===== config.mk =====
export PLATFORM = sky130hd
export DESIGN_NAME = io_in_cond
export DESIGN_NICKNAME = d
export VERILOG_FILES = /design/src/rtl/io_in_cond.sv
export SDC_FILE = /design/constraint.sdc
export NUM_CORES = 1
export LEC_CHECK = 0
export CELL_PAD_IN_SITES_DETAIL_PLACEMENT = 0
export CELL_PAD_IN_SITES_GLOBAL_PLACEMENT = 1
export CORE_MARGIN = 2
export CORE_UTILIZATION = 44
export CTS_BUF_LIST = sky130_fd_sc_hd__clkbuf_16
export CTS_CLUSTER_DIAMETER = 50
export CTS_CLUSTER_SIZE = 20
export DETAILED_ROUTE_END_ITERATION = 16
export PLACE_DENSITY_LB_ADDON = 0.1
export SYNTH_ARGS = -nofsm -noshare
export SYNTH_HDL_FRONTEND = slang
export SYNTH_HIERARCHICAL = 1
export SYNTH_SLANG_ARGS = --single-unit

===== constraint.sdc =====
create_clock -name clk -period 2.1 [get_ports clk]
set_input_delay 0.42 -clock clk [delete_from_list [all_inputs] [get_ports clk]]
set_output_delay 0.42 -clock clk [all_outputs]
set_load 0.02 [all_outputs]

===== src/rtl/io_in_cond.sv =====
// Switch/button input conditioning: two-flop synchronisers, per-bit debounce
// counters, and registered press/release pulses for the buttons.

module io_in_cond_chan #(
  parameter int W      = 1,
  parameter int DB_CYC = 1
) (
  input  logic         clk,
  input  logic         rst,
  input  logic [W-1:0] raw,
  output logic [W-1:0] level
);
  localparam int           CW   = $clog2(DB_CYC) + 1;
  localparam logic [CW-1:0] LAST = CW'(DB_CYC - 1);
  localparam logic [CW-1:0] ONE  = CW'(1);

  logic [W-1:0]  ff1;
  logic [W-1:0]  ff2;
  logic [W-1:0]  s;
  logic [CW-1:0] cnt [W];

  // NOTE: state uses non-blocking assignments so every flop samples
  // pre-edge values; the ff1 -> ff2 chain relies on that.
  always_ff @(posedge clk) begin
    if (rst) begin
      ff1 <= '0;
      ff2 <= '0;
      s   <= '0;
      // NOTE: the counter array is reset on purpose so a reset mid-debounce
      // throws away the partial count instead of resuming it.
      for (int i = 0; i < W; i++) cnt[i] <= '0;
    end else begin
      ff1 <= raw;
      ff2 <= ff1;
      for (int i = 0; i < W; i++) begin
        if (ff2[i] == s[i]) begin
          cnt[i] <= '0;
        end else if (cnt[i] == LAST) begin
          s[i]   <= ff2[i];
          cnt[i] <= '0;
        end else begin
          cnt[i] <= cnt[i] + ONE;
        end
      end
    end
  end

  assign level = s;
endmodule

module io_in_cond #(
  parameter int SW_W           = 32,
  parameter int BTN_W          = 4,
  parameter int SW_DB_CYC      = 4,
  parameter int BTN_DB_CYC     = 500000,
  parameter bit BTN_ACTIVE_LOW = 1'b1
) (
  input  logic             clk,
  input  logic             rst,
  input  logic [SW_W-1:0]  sw_raw,
  input  logic [BTN_W-1:0] btn_raw,
  output logic [SW_W-1:0]  io_sw,
  output logic [BTN_W-1:0] io_btn,
  output logic [BTN_W-1:0] btn_press,
  output logic [BTN_W-1:0] btn_release
);
  logic [BTN_W-1:0] btn_cond;
  logic [BTN_W-1:0] btn_s_d;

  // Buttons become active-high before the first sync flop.
  assign btn_cond = BTN_ACTIVE_LOW ? ~btn_raw : btn_raw;

  io_in_cond_chan #(.W(SW_W), .DB_CYC(SW_DB_CYC)) u_sw (
    .clk   (clk),
    .rst   (rst),
    .raw   (sw_raw),
    .level (io_sw)
  );

  io_in_cond_chan #(.W(BTN_W), .DB_CYC(BTN_DB_CYC)) u_btn (
    .clk   (clk),
    .rst   (rst),
    .raw   (btn_cond),
    .level (io_btn)
  );

  // Pulses are registered, so they land in the cycle after io_btn moves.
  always_ff @(posedge clk) begin
    if (rst) begin
      btn_s_d     <= '0;
      btn_press   <= '0;
      btn_release <= '0;
    end else begin
      btn_s_d     <= io_btn;
      btn_press   <= io_btn & ~btn_s_d;
      btn_release <= ~io_btn & btn_s_d;
    end
  end
endmodule


---- Word level (Yosys, flattened, before mapping) ----
Memories as Yosys holds them, arrays and structs flattened.
Index checks and enable logic that the tools add are counted.
word-level totals
  memories kept ........................... 2
  bits in writable memories ............... 176
  input bits .............................. 38
  word-level logic and storage cells ...... 844
  flip-flop bits (word level) ............. 120
  output and inout bits ................... 44
memory list
  memory     words  bits a word  rd ports  clocked after Yosys merged registers in  wr ports  line  RTL
  u_sw.cnt   32     3            32        0                                        32        20    logic [CW-1:0] cnt [W];
  u_btn.cnt  4      20           4         0                                        4         20
cells by class
  reduce and logical (&&, ||, !) cells .... 36
  bitwise gates (word level) .............. 149
  multiplexer cells ....................... 506
  eq/ne operators ......................... 72
  add/subtract/negate cells ............... 36
operator list
  kind                   count
  $mux 1                 398
  $mux 3                 96
  $mux 20                12
  $or 1x1->1             108
  $add 3x1->3 const B    32
  $eq 3x2->1 const B     32
  $add 20x1->20 const B  4
  $eq 20x19->1 const B   4
  $reduce_and 2->1       36
  $eq 1x1->1             36
  $not 1->1              36
  $not 4->4              3
  $and 4x4->4            2

---- Depth between registers and ports, before layout ----
Gate-level depths: netlist of the first run.
  word-level depth ........................ 7
  mapped depth ............................ 6
  depth with buffers taken out ............ 5

---- Cells and area by module ----
The synthesis of the first run kept the hierarchy.
modules (own cells, without submodules)
  module                    times used  cells an instance  seq. area each (um^2)  area each (um^2)
  io_in_cond_chan at u_sw   1           566                4804.6                 7764.9
  io_in_cond_chan at u_btn  1           465                2642.5                 4855.9
  io_in_cond                1           29                 240.2                  392.9

---- Worst setup path before layout of the first run ----
Ideal clock, no wire load.
  path type ............................... register to register
  start ................................... memory u_btn/cnt[3][5] in the netlist's numbering
  end ..................................... memory u_btn/cnt[3][12] in the netlist's numbering (data pin)
  buffers on the path ..................... 1
  data required time ...................... 1.846 ns
  data arrival time ....................... 1.773 ns
  period minus slack after synthesis ...... 2.028 ns
  stages on the path, launching flop included .. 6
  setup slack ............................. 0.072 ns
  library setup time ...................... 0.254 ns
  path through ............................ edfxtp_1 or4_1 or3_1 o21bai_4 buf_4 nor2_1
RTL lines
  element             line
  start: declaration  20

---- Worst setup path in the final report of the first run ----
  start ................................... register u_btn.s[2], in the netlist u_btn/level[2]
  end ..................................... output port io_btn[2]
RTL lines
  element                           line  RTL
  start: declaration                19    logic [W-1:0] s;
  start signal: indexed assignment  39    s[i] <= ff2[i];
  end: declaration                  63    output logic [BTN_W-1:0] io_btn,
No word-level cell between the ends.

==> results.yml, run 1 <==
critical_path:
  cp_slowest_cell: "clkdlybuf4s50_1"
  crit_path_max_fanout: 6
  r2r.worst_path.cells: 5
  r2r_start: "u_btn/cnt[0][1]"
  r2r_end: "u_btn/cnt[0][18]"
  startpoint_type: "register"
  crit_path_end_kind: "output port"
  cp-startpoint: "u_btn/level[2]"
  cp_top_family: "buffers and inverters"
  crit_type: "reg -> out"
  arrival_ps: 1580
  max_stage_delay_ps: 650
  critPathRequiredTime_ps: 1680
  cp.depth: 1
  rrSetupSlack_ps: 120
  crit_chain: "clkdlybuf4s50_1"
  crit_buf_inv: 1
grt:
  grt_pass1_vias: 7871
  overflow: 0
  antenna_found_initial: 0
  grt_max_degree: 130
  grt_pass1_wl_mm: 35.6
  grt_use_total: 0.135
logic_synthesis:
  ys_seq_area_frac: 0.591
  ys_warn_count: 6
  ys_types: 43
  syn-cell-area_um2: 13000
  syn_inst: 1060
  synthArstFlopShare: 0
  synth_edf_count: 176
  ys.flop_type: "edfxtp_1"
  syn_avg_cell_area_um2: 12.3
  ys_seq_elements: 296
timing:
  finalSetupViolations: 0
  rsz0062_at_grt: "no"
  fin_skew_ps: 8.13
  finalCritPeriodShare: 0.953
  max-slew-margin-rel: 0.612
  worst_pin_slew_ps: 582
  setup_slack_ps: 98.4
  fmax_mhz: 500
  hold_viol: 0
  fin_setup_tns_ps: 0
  fin_crit_ps: 2000
  maxSlewViolCount: 0
drt:
  drc: 0
  via_count: 8106
  antenna_left: 0
  avgRoutedWirePerCell_um: 11.6
  routed_wl_mm: 20.4
  dr.pass1.iters: 5
  drt_iter0_drc: 420
  routed_via_density: 4.62
floorplan:
  die_y_um: 176
  num_rows: 62
  start_util: 0.450
  io_pins: 82
  die_w_um: 176
  coreArea_um2: 28900
  die_area_um2: 31000
cts:
  cts_buffers: 36
  cts_root_buffer: "clkbuf_16"
  cts_tree: "built"
  clk_latency_ps: 500
  clock_sinks: 296
  postCtsHoldBufs: 0
  cts_buffer_depth: 3
  h-tree-depth: 2
  clkTransAtPathRegs_ps: 60
hold_path:
  hold_end: "btn_s_d[2]"
  min_path_type: "in -> reg"
  hold_depth: 2
  min-delay-start: "rst"
layout:
  antenna_cells: 0
  area_delta_synth_final_pct: 23.9
  drive_above_1_share: 0.0853
  final_util: 0.557
  nets: 1452
power_and_ir_drop:
  leakagePower_uw: 0.00599
  ir_drop_v: 0.000481
  total_power_uw: 13000
  p_per_area_nw_per_um2: 805
placed_design:
  portBuffers: 81
  dp_slack_ps: 122
  hpwl_mm: 13.7
  gp_congestion: 0.743
run_status:
  status: "completed"
flow_run:
  cap_violations: 0
layer usage:
layer | routed length [um] | global-route usage | share of wire
met5 | 0 | 0 | 0
met4 | 501 | 0.0465 | 0.025
met3 | 911 | 0.0293 | 0.045
met2 | 8950 | 0.216 | 0.44
met1 | 10100 | 0.183 | 0.49
worst max-delay path by stage:
| stage | slack, ps | end |
|---|---|---|
| 6_report | 100 | io_btn[2] |
| 5_1_grt | 4 | u_btn/cnt[0][18] |
| 4_1_cts | 20 | io_btn[1] |
| 3_5_place_dp | 120 | u_btn/cnt[3][11] |
| 3_3_place_gp | 150 | u_btn/cnt[0][18] |
| 2_1_floorplan | 70 | u_btn/cnt[3][12] |
cell type report:
class | instances | area, um^2
clock buffers | 38 | 951
clock inverters | 26 | 208
fillers | 2525 | 12800
inverters | 55 | 206
multi-input cells | 850 | 5550
flip-flops and latches | 296 | 7690
well taps | 384 | 480
repair buffers | 107 | 1040
metrics by stage:
stage               cells  area (um^2)  hold slack [ps]
global route         1756        16100              302
CTS                  1756        16100              281
floorplan            1234        13700              403
global placement     1692        15000              410
finish               1756        16100              296
detailed placement   1692        15000              413
state kept, by name (all words and copies together), names as in the netlist:
| signal | flops |
|---|---|
| u_sw/cnt | 96 |
| u_btn/cnt | 80 |
| u_sw/ff1 | 32 |
| u_sw/ff2 | 32 |
| u_sw/level | 32 |
| btn_press | 4 |
| btn_release | 4 |
| btn_s_d | 4 |
| u_btn/ff1 | 4 |
| u_btn/ff2 | 4 |
| u_btn/level | 4 |
placed cells by master, fill, tap and decap left out, types with 6 or more instances in the layout:
cell	Yosys	routed
clkbuf_16	0	38
xor2_1	15	15
nor2_1	112	112
a21oi_1	12	12
nor4_1	83	83
or3_1	10	10
or4_1	6	6
nand2b_1	6	6
nand2_1	18	18
mux2i_1	34	34
xnor2_1	78	78
edfxtp_1	176	176
o21ai_0	12	10
dfxtp_1	120	120
nand4_1	21	21
buf_4	3	24
conb_1	2	176
nor2b_1	78	78
nor3b_2	8	8
inv_1	55	58
nor4b_2	11	11
nand3_1	27	27
nor4b_1	25	25
ha_1	68	67
nor3_1	19	19
clkdlybuf4s50_1	0	78
repair_timing:
| item | CTS | global route |
|---|---|---|
| buffers inserted | 0 | 0 |
| gates resized for setup | 0 | 3 |
| setup endpoints to repair | 0 | 3 |
worst reg2reg max path, stage by stage, from the launching register on:
cell and delay [ps]:
edfxtp_1 380, ha_2 230, nand4_2 90, or4_4 570, or4_1 420, a21oi_1 150
cell families (layout without fill, tap and decap cells):
logic type	count (synthesis)	in the layout	share of synthesized area
other	2	176	0.000577
adder cells (fa/ha/maj)	68	68	0.0654
flip-flops	296	296	0.591
XOR/XNOR	93	93	0.0626
buffers and inverters	88	226	0.0333
AO/OA/AOI/OAI	38	38	0.0184
AND/OR/NAND/NOR	441	441	0.203
multiplexers	34	34	0.0262
Yosys cell counts (all sizes together) (24+ instances only):
| cell | instances | area (um^2) |
|---|---|---|
| inv | 55 | 206 |
| ha | 68 | 851 |
| buf | 25 | 195 |
| edfxtp | 176 | 5290 |
| nor4 | 83 | 519 |
| nor2 | 112 | 420 |
| nor4b | 36 | 384 |
| dfxtp | 120 | 2400 |
| mux2i | 34 | 340 |
| nand4 | 24 | 169 |
| xnor2 | 78 | 683 |
| nand3 | 28 | 145 |
| nor2b | 78 | 488 |
where the power goes:
part	internal, uW	switching, uW	leakage (uW)
clock network	3390	2500	0.000579
logic	276	308	0.00261
registers	6370	138	0.00280
(Power assumes the default switching activity.)
==> inputs of run 2 (changes only) <==
- CORE_MARGIN: 2 -> not set
==> results.yml, run 2 (synthesis gave the netlist of run 1 again) <==
timing:
  fin_crit_ps: 1990
  worst_pin_slew_ps: 537
  rsz0062_at_grt: "no"
  hold_viol: 0
  fin_setup_tns_ps: 0
  fin_skew_ps: 10.4
  finalSetupViolations: 0
  fmax_mhz: 502
  max-slew-margin-rel: 0.642
  finalCritPeriodShare: 0.948
  maxSlewViolCount: 0
drt:
  avgRoutedWirePerCell_um: 11.8
  drc: 0
  dr.pass1.iters: 4
  routed_wl_mm: 20.6
  drt_iter0_drc: 340
  routed_via_density: 4.65
  via_count: 8167
  antenna_left: 0
layout:
  layout_common_cells: "edfxtp_1 (176), conb_1 (176), dfxtp_1 (120)"
  final_util: 0.560
  nets: 1453
  design_area_um2: 16200
  reg.largest.list: "u_sw/cnt (96), u_btn/cnt (80)"
  antenna_cells: 0
  largest-register: "u_sw/cnt"
  largest_reg_flops: 96
  drive_above_1_share: 0.0881
  area_delta_synth_final_pct: 24.4
grt:
  overflow: 0
  antenna_found_initial: 0
  grt_pass1_vias: 7932
  grt_pass1_wl_mm: 35.6
  grt_max_degree: 118
  grt_use_total: 0.139
floorplan:
  coreArea_um2: 28900
  die_area_um2: 30300
  io_pins: 82
  num_rows: 62
  die_y_um: 174
  start_util: 0.450
  die_w_um: 174
power_and_ir_drop:
  leakagePower_uw: 0.00600
  p_per_area_nw_per_um2: 821
  total_power_uw: 13300
  ir_drop_v: 0.000611
cts:
  cts_buffer_depth: 3
  cts_buffers: 35
  clk_latency_ps: 500
  clkTransAtPathRegs_ps: 60
  postCtsHoldBufs: 0
  cts_root_buffer: "clkbuf_16"
  postCtsSetupBuffers: 0
  ctsResizeCount: 0
  clock_sinks: 296
  cts_tree: "built"
  h-tree-depth: 2
placed_design:
  hpwl_mm: 13.9
  place_area_um2: 15000
  portBuffers: 81
  gp_congestion: 0.784
critical_path:
  crit_buf_inv: 1
  max_stage_delay_ps: 650
  crit_type: "reg -> out"
  cp_top_family: "buffers and inverters"
  crit_chain: "clkdlybuf4s50_1"
  startpoint_type: "register"
  cp_slowest_cell: "clkdlybuf4s50_1"
  critPathRequiredTime_ps: 1680
  crit_path_end_kind: "output port"
  crit_path_max_fanout: 6
  arrival_ps: 1570
run_status:
  status: "completed"
flow_run:
  cap_violations: 0
hold_path:
  min_path_type: "in -> reg"
==> run 2: changes by cell type in the layout (fill, tap and decap cells not counted), sizes merged <==
cell	previous run	this run
clkinv	8	10
clkbuf	39	38
clkdlybuf4s50	78	79
inv	70	66
dlymetal6s2s	2	1
clkinvlp	3	2
bufinv	0	3
buf	26	28
==> run 2: final timing paths <==
check,end,from,slack (ps),cells after the start
min reg2reg,btn_press[2],btn_s_d[2],420,1
max,io_btn[2],u_btn/level[2],110,1
min,u_btn/ff2[1],rst,290,2
max reg2reg,u_btn/cnt[0][18],u_btn/cnt[0][1],120,5
==> run 2: cell type report <==
cell class	instances	area [um^2]
inverter	55	206
timing repair buffer	109	1050
clock buffer	37	926
multi-input combinational	850	5550
sequential	296	7690
fill	2548	12700
clock inverter	26	294
tap	384	480
==> run 2: routing by layer <==
| layer | global-route usage | vias up | part of all wire |
|---|---|---|---|
| met2 | 0.218 | 124 | 0.43 |
| met4 | 0.0475 | 0 | 0.022 |
| li1 | - | 4281 | - |
| met1 | 0.188 | 3726 | 0.50 |
| met5 | 0 | - | 0 |
| met3 | 0.0319 | 36 | 0.047 |
==> run 2: report_power, final <==
| part | switching (uW) | total [uW] | internal [uW] |
|---|---|---|---|
| logic | 309 | 588 | 279 |
| clock network | 2520 | 6210 | 3690 |
| registers | 139 | 6510 | 6370 |
| total | 2970 | 13300 | 10300 |
==> run 2: per-stage QoR <==
step / hold slack [ps] / worst slack, ps / std cells
2_1_floorplan: 403 / 72.4 / 1234
3_3_place_gp: 409 / 157 / 1694
3_5_place_dp: 410 / 133 / 1694
4_1_cts: 276 / 28.7 / 1757
5_1_grt: 287 / 4.74 / 1757
6_report: 290 / 109 / 1757
==> inputs of run 3 (changes only) <==
- CTS_CLUSTER_DIAMETER: 50 -> 40
==> results.yml, run 3 (synthesis gave the netlist of run 1 again) <==
timing:
  fin_crit_ps: 2020
  rsz0062_at_grt: "no"
  fin_skew_ps: 12.6
  max-slew-margin-rel: 0.634
  hold_viol: 0
  finalCritPeriodShare: 0.964
  setup_slack_ps: 75.2
  maxSlewViolCount: 0
  finalSetupViolations: 0
  hold_ws_ps: 260
  fin_setup_tns_ps: 0
  fmax_mhz: 494
  worst_pin_slew_ps: 548
floorplan:
  start_util: 0.450
  io_pins: 82
  die_area_um2: 30300
  die_y_um: 174
  die_w_um: 174
  coreArea_um2: 28900
  num_rows: 62
power_and_ir_drop:
  leakagePower_uw: 0.00616
  total_power_uw: 14600
  ir_drop_v: 0.000630
  p_per_area_nw_per_um2: 885
cts:
  cts_buffers: 45
  cts_root_buffer: "clkbuf_16"
  h-tree-depth: 2
  clock_sinks: 296
  ctsResizeCount: 1
  postCtsHoldBufs: 0
  cts_tree: "built"
  cts_buffer_depth: 3
  clk_latency_ps: 530
  postCtsSetupBuffers: 0
  clkTransAtPathRegs_ps: 60
critical_path:
  crit_path_max_fanout: 6
  r2r.worst_path.cells: 5
  critPathRequiredTime_ps: 1680
  crit_type: "reg -> out"
  startpoint_type: "register"
  crit_chain: "clkdlybuf4s50_1"
  arrival_ps: 1600
  max_stage_delay_ps: 650
  r2r_start: "u_btn/cnt[3][5]"
  crit_path_end_kind: "output port"
  cp_top_family: "buffers and inverters"
  cp_slowest_cell: "clkdlybuf4s50_1"
  r2r_end: "u_btn/cnt[3][5]"
  crit_buf_inv: 1
  rrSetupSlack_ps: 110
layout:
  antenna_cells: 0
  nets: 1463
  area_delta_synth_final_pct: 27.1
  largest_reg_flops: 96
  final_util: 0.571
  reg.largest.list: "u_sw/cnt (96), u_btn/cnt (80)"
  layout_common_cells: "edfxtp_1 (176), conb_1 (176), dfxtp_1 (120)"
  drive_above_1_share: 0.101
  largest-register: "u_sw/cnt"
hold_path:
  min-delay-start: "rst"
  min_path_type: "in -> reg"
  hold_end: "btn_s_d[0]"
  hold_depth: 2
grt:
  grt_pass1_vias: 8080
  overflow: 0
  antenna_found_initial: 0
  grt_use_total: 0.142
  grt_pass1_wl_mm: 36.3
  grt_max_degree: 118
run_status:
  status: "completed"
placed_design:
  portBuffers: 81
  dp_slack_ps: 133
  hpwl_mm: 13.9
  gp_congestion: 0.784
drt:
  via_count: 8249
  routed_via_density: 4.64
  drt_iter0_drc: 299
  dr.pass1.iters: 4
  routed_wl_mm: 21.0
  antenna_left: 0
  avgRoutedWirePerCell_um: 11.8
  drc: 0
flow_run:
  cap_violations: 0
-- run 3: cell count changes in the layout (fill, tap and decap cells not counted), sizes merged --
cell | before | now
clkbuf | 38 | 48
inv | 66 | 74
clkinv | 10 | 13
dlygate4sd2 | 0 | 1
dlymetal6s2s | 1 | 0
-- run 3: power by group --
group | switching (uW) | total (uW) | internal, uW
sequential | 139 | 6510 | 6370
clock | 2930 | 7530 | 4600
combinational | 309 | 588 | 279
total | 3380 | 14600 | 11300
-- run 3: area by class of cell --
class                           instances  area [um^2]
Clock buffer                           47         1180
Clock inverter                         37          388
Fill cell                            2516        12400
Inverter                               55          206
Multi-Input combinational cell        850         5550
Sequential cell                       296         7690
Tap cell                              384          480
Timing Repair Buffer                  109         1050
-- run 3: worst max-delay path by stage --
stage                          startpoint                to  slack [ps]  cells after the start
after floorplan           u_btn/cnt[3][5]  u_btn/cnt[3][12]          70                      5
after global placement    u_btn/cnt[3][5]   u_btn/cnt[3][8]         160                      5
after detailed placement  u_btn/cnt[3][5]   u_btn/cnt[3][9]         130                      5
after CTS                  u_btn/level[2]         io_btn[2]          40                      1
after global routing       u_btn/level[2]         io_btn[2]           8                      1
final                      u_btn/level[2]         io_btn[2]          80                      1
-- run 3: per-stage QoR --
step	cell area [um^2]	instances
after floorplan	13700	1234
after global placement	15000	1694
after detailed placement	15000	1694
after CTS	16500	1778
after global routing	16500	1778
final	16500	1778
-- run 3: per-layer routing --
metal / vias up / share of wire / track usage
met5: - / 0 / 0
met4: 0 / 0.022 / 0.0508
met3: 41 / 0.050 / 0.0372
met2: 122 / 0.43 / 0.223
met1: 3768 / 0.49 / 0.189
li1: 4318 / - / -
